$ cat src/rtl/alu_8bit_pkg.sv
// alu_8bit_pkg
// Shared opcode definitions for the registered 8-bit ALU.
//   alu_op_t : 4-bit operation select type
//   OP_*     : opcode encodings carried on ALU_Sel
package alu_8bit_pkg;

    typedef logic [3:0] alu_op_t;

    localparam alu_op_t OP_ADD  = 4'b0000;
    localparam alu_op_t OP_SUB  = 4'b0001;
    localparam alu_op_t OP_AND  = 4'b0010;
    localparam alu_op_t OP_OR   = 4'b0011;
    localparam alu_op_t OP_XOR  = 4'b0100;
    localparam alu_op_t OP_NOT  = 4'b0101;
    localparam alu_op_t OP_SHL  = 4'b0110;
    localparam alu_op_t OP_SHR  = 4'b0111;
    localparam alu_op_t OP_LT   = 4'b1000;
    localparam alu_op_t OP_EQ   = 4'b1001;
    localparam alu_op_t OP_NAND = 4'b1010;
    localparam alu_op_t OP_NOR  = 4'b1011;
    localparam alu_op_t OP_XNOR = 4'b1100;
    localparam alu_op_t OP_ROL  = 4'b1101;
    localparam alu_op_t OP_ROR  = 4'b1110;
    localparam alu_op_t OP_GT   = 4'b1111;

endpackage

$ cat src/rtl/alu_8bit_comb.sv
// alu_8bit_comb
// Purely combinational function unit of the ALU.
//   a, b       : unsigned 8-bit operands
//   sel        : operation select (alu_op_t)
//   next_out   : result to be registered
//   next_carry : carry / borrow / shifted-out bit to be registered
module alu_8bit_comb
    import alu_8bit_pkg::*;
(
    input  logic [7:0] a,
    input  logic [7:0] b,
    input  alu_op_t    sel,
    output logic [7:0] next_out,
    output logic       next_carry
);

    logic [8:0] sum;
    logic [8:0] diff;

    // 9-bit forms so bit 8 is the carry (ADD) or the borrow (SUB, set when a < b).
    assign sum  = {1'b0, a} + {1'b0, b};
    assign diff = {1'b0, a} - {1'b0, b};

    always_comb begin
        next_out   = 8'h00;
        next_carry = 1'b0;
        case (sel)
            OP_ADD: begin
                next_out   = sum[7:0];
                next_carry = sum[8];
            end
            OP_SUB: begin
                next_out   = diff[7:0];
                next_carry = diff[8];
            end
            OP_AND:  next_out = a & b;
            OP_OR:   next_out = a | b;
            OP_XOR:  next_out = a ^ b;
            OP_NOT:  next_out = ~a;
            OP_SHL: begin
                next_out   = {a[6:0], 1'b0};
                next_carry = a[7];
            end
            OP_SHR: begin
                next_out   = {1'b0, a[7:1]};
                next_carry = a[0];
            end
            OP_LT:   next_out = {7'b0, (a < b)};
            OP_EQ:   next_out = {7'b0, (a == b)};
            OP_NAND: next_out = ~(a & b);
            OP_NOR:  next_out = ~(a | b);
            OP_XNOR: next_out = ~(a ^ b);
            OP_ROL: begin
                next_out   = {a[6:0], a[7]};
                next_carry = a[7];
            end
            OP_ROR: begin
                next_out   = {a[0], a[7:1]};
                next_carry = a[0];
            end
            OP_GT:   next_out = {7'b0, (a > b)};
            default: begin
                next_out   = 8'h00;
                next_carry = 1'b0;
            end
        endcase
    end

endmodule

$ cat src/rtl/alu_8bit.sv
// alu_8bit
// Registered 8-bit ALU: one operation per cycle, result one cycle after capture.
//   clk      : clock, rising-edge active
//   rst      : asynchronous active-high reset, clears outputs immediately
//   A, B     : unsigned 8-bit operands
//   ALU_Sel  : 4-bit operation select
//   ALU_Out  : registered 8-bit result
//   CarryOut : registered carry / borrow / shifted-out bit
module alu_8bit
    import alu_8bit_pkg::*;
(
    input  logic       clk,
    input  logic       rst,
    input  logic [7:0] A,
    input  logic [7:0] B,
    input  logic [3:0] ALU_Sel,
    output logic [7:0] ALU_Out,
    output logic       CarryOut
);

    logic [7:0] next_out;
    logic       next_carry;

    alu_8bit_comb u_comb (
        .a          (A),
        .b          (B),
        .sel        (alu_op_t'(ALU_Sel)),
        .next_out   (next_out),
        .next_carry (next_carry)
    );

    always_ff @(posedge clk or posedge rst) begin
        if (rst) begin
            ALU_Out  <= 8'h00;
            CarryOut <= 1'b0;
        end else begin
            ALU_Out  <= next_out;
            CarryOut <= next_carry;
        end
    end

endmodule

$ cat config.mk
export PLATFORM = sky130hd
export DESIGN_NAME = alu_8bit
export DESIGN_NICKNAME = d
export VERILOG_FILES = /design/src/rtl/alu_8bit_pkg.sv /design/src/rtl/alu_8bit_comb.sv /design/src/rtl/alu_8bit.sv
export SDC_FILE = /design/constraint.sdc
export NUM_CORES = 1
export LEC_CHECK = 0
export BUFFER_PORTS_ARGS = -buffer_cell sky130_fd_sc_hd__buf_2
export CELL_PAD_IN_SITES_DETAIL_PLACEMENT = 1
export CELL_PAD_IN_SITES_GLOBAL_PLACEMENT = 2
export CORE_MARGIN = 2
export CORE_UTILIZATION = 34
export CTS_BUF_LIST = sky130_fd_sc_hd__clkbuf_4 sky130_fd_sc_hd__clkbuf_8
export CTS_CLUSTER_DIAMETER = 60
export DETAILED_ROUTE_END_ITERATION = 16
export GPL_TIMING_DRIVEN = 0
export PLACE_DENSITY = 0.94
export SLEW_MARGIN = 20
export SYNTH_ARGS = -nofsm -noshare
export SYNTH_HDL_FRONTEND = slang
export SYNTH_HIERARCHICAL = 1
export SYNTH_SLANG_ARGS = --single-unit
$ cat constraint.sdc
create_clock -name clk -period 0.8 [get_ports clk]
set_input_delay 0.08 -clock clk [delete_from_list [all_inputs] [get_ports clk]]
set_output_delay 0.08 -clock clk [all_outputs]
set_load 0.05 [all_outputs]
==> reports/qor.csv, run 1 <==
metric,value,unit
io_pins,31,
postSynth.asyncResetShare,1.000,
synth_top_area_share,0.1405,
detailed_place.area,0.002571,mm2
synth_fa_ha_area_frac,0.1593,
synth_enable_flop_cells,0,
worst_slack,-893.8,ps
diodes,0,
cts_tree,built,
initialDrtViolationCount,282,
die_h,83.28,um
synth_most_common_cell,sky130_fd_sc_hd__inv_1,
worstSetupStartpointType,input pin,
worstSetupEndpointType,register,
synth_top_family_by_area,compound AO/OA/AOI/OAI gates,
dominantRegCellSynth,sky130_fd_sc_hd__dfrtp_1,
cp.required,910,ps
power.density_cell_area,1099,mW/mm2
fraction_of_the_yosys_area_taken_by_sequential_cells,0.1054,
violations,setup timing,
rsz0062_at_grt,true,
final_period_minus_worst_setup_slack,1694,ps
main_area_contributors_after_synthesis,"sky130_fd_sc_hd__ha_1 (14%), sky130_fd_sc_hd__dfrtp_1 (11%), sky130_fd_sc_hd__inv_1 (4.9%), sky130_fd_sc_hd__a21oi_1 (4.4%), sky130_fd_sc_hd__nor2_1 (3.9%)",
power.leakage,1.401,nW
fmaxAchievable,590.4,MHz
max_slew.worst_pin.slew,440.6,ps
num-fill-cells,685,
path_class,in -> reg,
post_drt_wl_per_cell,23.95,um
dp.final_hpwl,6.433,mm
post_route_cells_drive_above_1_share,0.4886,
finalWeightedCongestion,0.9391,
grt_usage,0.2657,
postSynthNetCount,335,
placement.io_buffers,29,
path_clk_slew,40,ps
outcome,"complete, but fails checks",
syn_to_final_growth,59.60,%
max-slew-margin-rel,0.7052,
synth_xor_area_frac,0.01230,
hp-class,in -> reg,
viasPerCell,6.494,
synth_top_cell_by_area,sky130_fd_sc_hd__ha_1,
wirelength,10.18,mm
final_min_period_over_clock_period,2.117,
remaining_drc_errors,0,
grt_first_pass_wirelength,14.81,mm
synth_compound_gate_area_share,0.3554,
tritoncts_num_sinks,9,
core-area,0.005991,mm2
numCtsBuffers,3,
clock-root-buffer,sky130_fd_sc_hd__clkbuf_8,
netlist_top_cells_count,"sky130_fd_sc_hd__inv_1 (28), sky130_fd_sc_hd__ha_1 (24), sky130_fd_sc_hd__nor2_1 (22)",
first_pass_iters,5,
maxSlewViolCount,0,
design.final.nets,399,
antenna_found_initial,0,
hold_viol_final,0,
global_route.overflow_total,0,
post-route-cell-area,0.003411,mm2
design.die.area,0.006936,mm2
via_count_of_the_first_global_routing_pass,2767,
setup_viol,18,
cts-htree-levels,1,
place_ws,-1361,ps
grt_start_max_net_pins,11,
start_util,0.3567,
synth_cell_type_count,63,
clock_path_buffers,2,
synth_seq_cells,9,
ant_nets,0,
area_occupied_by_multi_input_gates,0.002107,mm2
syn_avg_cell_area,7.446,um2
standard_cell_rows,28,
synthesis.instances,287,
synth_simple_gate_area_share,0.2196,
die_x,83.28,um
num_vias,2760,
portion_of_netlist_area_occupied_by_mux_cells,0.02342,
synthesis.yosys.warnings,6,
timing.critical_path.arrival,1800,ps
cap_violations,0,
syn_area,0.002137,mm2
highest_net_fanout_along_the_worst_path,3,
vdd_ir_drop_max,0.0008876,V
final-seq-area,225.2,um2
## layout by cell type (no fill, tap or decap), drive strengths merged, types with 3 or more instances in the layout
cell type	count
nand3	4
a22oi	5
o2bb2ai	3
a31oi	7
inv	27
buf	76
a2bb2oi	4
a221oi	3
nand2	19
ha	24
nor3	9
a21o	6
a21oi	20
dfrtp	9
nor2	23
clkbuf	8
a211oi	7
o22ai	11
o21ai	11
o221ai	5
or3	3
nor2b	6
nand2b	10
xnor2	3
mux2i	5
o211ai	6
a221o	3
## state kept, by name (all words and copies together) (netlist names)
signal / cells
ALU_Out: 8
CarryOut: 1
## repair_timing
action                                 4_1_cts  5_1_grt
setup endpoints to repair                   18       18
hold buffers                                 1        0
resized for setup                          101       38
pin swaps                                   47       21
endpoints found under the hold margin        9        0
setup buffers                               21       14
## power breakdown
part | total, W | switching, W | internal [W]
Sequential | 0.000564 | 0.0000374 | 0.000527
Combinational | 0.00259 | 0.00148 | 0.00112
Clock | 0.000594 | 0.000210 | 0.000384
Total | 0.00375 | 0.00172 | 0.00203
## final cells by class
class | instances | area share
Inverter | 29 | 0.04439
Sequential cell | 9 | 0.06603
Buffer | 17 | 0.05246
Clock buffer | 4 | 0.01431
Timing Repair Buffer | 64 | 0.1775
Multi-Input combinational cell | 227 | 0.6178
Tap cell | 75 | 0.02751
## cell families after synthesis
logic type               after synthesis
AND/OR/NAND/NOR                       88
buffers and inverters                 51
XOR/XNOR                               3
adder cells (fa/ha/maj)               26
multiplexers                           5
AO/OA/AOI/OAI                        105
flip-flops                             9
## through the flow
step / util / power [W] / TNS, ps / cells / hold slack (ps)
after floorplan: - / 0.001878 / -5592 / 287 / -92.08
after global placement: 0.4292 / 0.002345 / -9679 / 391 / 58.38
after detailed placement: 0.4292 / 0.002392 / -10000 / 391 / 80.14
after CTS: 0.5276 / 0.003461 / -6318 / 412 / 186.3
after global routing: 0.5693 / 0.003911 / -7335 / 425 / 199.3
final: 0.5693 / 0.003750 / -6888 / 425 / 189.2
## worst paths after layout
check	depth (start not counted)	from	slack (ps)	end
min in group asynchronous	3	rst	360	ALU_Out[1]
worst max-delay path	10	B[1]	-890	ALU_Out[7]
max in group asynchronous	3	rst	150	ALU_Out[7]
worst min-delay path	3	A[6]	190	ALU_Out[7]
## routing by layer
layer | wire (um) | part of all wire | up-vias | global-route usage
met5 | 0 | 0 | - | 0
met4 | 472 | 0.046 | 0 | 0.09985
met3 | 770 | 0.076 | 44 | 0.03082
met2 | 5031 | 0.49 | 194 | 0.4509
met1 | 3904 | 0.38 | 1334 | 0.3437
li1 | - | - | 1188 | -
## critical path, cell delays in order
cell and delay, ps:
sky130_fd_sc_hd__buf_8 80, sky130_fd_sc_hd__clkinvlp_4 100, sky130_fd_sc_hd__buf_4 160, sky130_fd_sc_hd__ha_2 160, sky130_fd_sc_hd__o21bai_4 180, sky130_fd_sc_hd__a221o_1 360, sky130_fd_sc_hd__a21oi_4 230, sky130_fd_sc_hd__o31a_1 190
sky130_fd_sc_hd__o221a_1 200, sky130_fd_sc_hd__o21ai_1 70
(Power assumes the default switching activity.)
==> run 2, diff against run 1 <==
--- a/config.mk
+++ b/config.mk
@@ -14,7 +14,7 @@
 export CTS_CLUSTER_DIAMETER = 60
 export DETAILED_ROUTE_END_ITERATION = 16
 export GPL_TIMING_DRIVEN = 0
-export PLACE_DENSITY = 0.94
+export PLACE_DENSITY = 0.89
 export SLEW_MARGIN = 20
 export SYNTH_ARGS = -nofsm -noshare
 export SYNTH_HDL_FRONTEND = slang
==> run 2 against run 1 <==
Setup slack better by 70 ps; flip-flop and latch count unchanged; largest power group unchanged; routed wire length down 14%; largest cell class unchanged; die area unchanged; cell count down 2.4%; total power down 6.3%; critical path depth down 1; cell area down 6.8%; combinational power down 8.1%; sequential power about the same; the flow still finishes with violations (setup timing); highest routed layer unchanged; global-route usage down 2.3 points; clock power down 4.0%.
==> reports/qor.csv, run 2 (synthesis gave the netlist of run 1 again) <==
metric,value,unit,change
reg_top3,"ALU_Out x8, CarryOut x1",,
final_min_period_over_clock_period,2.029,,-0.08811
standard_cell_rows,28,,unchanged
cap_violations,0,,unchanged
core-area,0.005991,mm2,unchanged
outcome,"complete, but fails checks",,
vdd_ir_drop_max,0.0009618,V,+8.4%
numCtsBuffers,3,,unchanged
slowest_stage,sky130_fd_sc_hd__a221oi_1,,
worst_path_largest_cell_delay,310,ps,-50 ps
clock_path_buffers,2,,unchanged
antenna_found_initial,0,,unchanged
ant_nets,0,,unchanged
placement.io_buffers,29,,unchanged
grt_first_pass_wirelength,13.56,mm,-8.5%
post_drt_wl_per_cell,21.06,um,-12%
power.leakage,1.293,nW,-7.7%
cts-htree-levels,1,,unchanged
regMostFlops,ALU_Out,,
die_x,83.28,um,unchanged
count_of_placed_standard_cells_including_taps,391,,unchanged
post_route_cells_drive_above_1_share,0.4353,,-0.05328
fmaxAchievable,616.0,MHz,+4.3%
worstSetupEndpointType,register,,
design.die.area,0.006936,mm2,unchanged
io_pins,31,,unchanged
hold_viol_final,0,,unchanged
cts_tree,built,,
stdcell_count,415,,-2.4%
worstSetupStartpointType,input pin,,
tritoncts_num_sinks,9,,unchanged
cp.required,910,ps,about the same
die_h,83.28,um,unchanged
violations,setup timing,,
timing.critical_path.arrival,1730,ps,-70 ps
via_count_of_the_first_global_routing_pass,2526,,-8.7%
max_slew.worst_pin.slew,540.2,ps,+99.55 ps
layout.cells.most_common,sky130_fd_sc_hd__buf_4,,
max_reg_flops,8,,unchanged
syn_to_final_growth,48.77,%,
design.final.nets,389,,-2.5%
clock-root-buffer,sky130_fd_sc_hd__clkbuf_8,,
power.density_cell_area,1105,mW/mm2,+0.52%
diodes,0,,unchanged
rsz0062_at_grt,true,,
post-route-cell-area,0.003179,mm2,-6.8%
detailed_place.area,0.002571,mm2,unchanged
maxSlewViolCount,0,,unchanged
initialDrtViolationCount,233,,-17%
wirelength,8.739,mm,-14%
critical_path.cell_chain,"buf_8, clkinvlp_4, ha_4, o21bai_4, a221o_1, a21oi_4, o31a_1, a221oi_1, o21ai_1",,
worst_slack,-823.3,ps,+70.49 ps
remaining_drc_errors,0,,unchanged
max-slew-margin-rel,0.6372,,-0.06799
path_clk_slew,50,ps,about the same
grt_usage,0.2428,,-0.02288
final_period_minus_worst_setup_slack,1623,ps,-70.49 ps
dp.final_hpwl,6.426,mm,-0.11%
finalWeightedCongestion,0.9174,,-2.3%
viasPerCell,6.128,,-5.6%
path_class,in -> reg,,
highest_net_fanout_along_the_worst_path,3,,unchanged
start_util,0.3567,,unchanged
setup_viol,18,,unchanged
num_vias,2543,,-7.9%
final_cell_mix,"sky130_fd_sc_hd__buf_4 (25), sky130_fd_sc_hd__buf_6 (22), sky130_fd_sc_hd__nor2_1 (21), sky130_fd_sc_hd__nand2_1 (18), sky130_fd_sc_hd__a21oi_1 (16)",,
final_core_utilization,0.5307,,-0.03864
grt_start_max_net_pins,11,,unchanged
global_route.overflow_total,0,,unchanged
first_pass_iters,5,,unchanged
hp-class,in -> reg,,
[run 2: cell count changes in the layout (fill, tap and decap cells not counted), moves of 3 or more]
| cell | change |
|---|---|
| sky130_fd_sc_hd__inv_2 | +4 |
| sky130_fd_sc_hd__buf_4 | -10 |
| sky130_fd_sc_hd__nand2b_4 | -3 |
| sky130_fd_sc_hd__buf_2 | +5 |
[run 2: layer usage]
layer	wire length, um	track usage	share of wire
met1	3746	0.3193	0.43
met2	4434	0.4326	0.51
met3	423	0.02684	0.048
met4	134	0.03875	0.015
met5	0	0	0
[run 2: worst paths after layout]
path / startpoint / end / cells after the start
worst max-delay path: B[1] / ALU_Out[7] / 9
worst min-delay path: A[7] / CarryOut / 3
max in group asynchronous: rst / ALU_Out[0] / 3
min in group asynchronous: rst / ALU_Out[1] / 3
[run 2: where the power goes]
part	total (W)	switching [W]	internal [W]
clock	0.000570	0.000188	0.000382
sequential	0.000561	0.0000345	0.000527
combinational	0.00238	0.00135	0.00104
[run 2: final cells by class]
cell class,count,area [um2]
fillers,723,2811
multi-input cells,227,1998
repair buffers,55,504.2
flip-flops and latches,9,225.2
plain buffers,16,172.7
inverters,29,136.4
well taps,75,93.84
clock buffers,4,48.80
[run 2: worst max-delay path, delay by kind of cell]
kind / cells / cell delay [ps]
AOI/OAI and AO/OA: 6 / 1220
adders and majority gates: 1 / 250
buffers and inverters: 2 / 190
[run 2: metrics by stage]
step                TNS (ps)  power [W]  hold slack (ps)  setup slack (ps)
floorplan              -5592   0.001878           -92.08            -777.7
global placement       -9818   0.002353            58.46             -1307
detailed placement    -10030   0.002388            76.21             -1332
CTS                    -6065   0.003381            180.3            -771.4
global route           -6887   0.003692            190.2            -900.0
finish                 -6122   0.003514            178.6            -823.3
[run 2: what timing repair did]
item                       4_1_cts  5_1_grt
setup endpoints to repair       18       18
resized for setup               84       26
buffers inserted                15       11
hold endpoints to repair         9        0
hold buffers                     1        0
pin swaps                       35       19
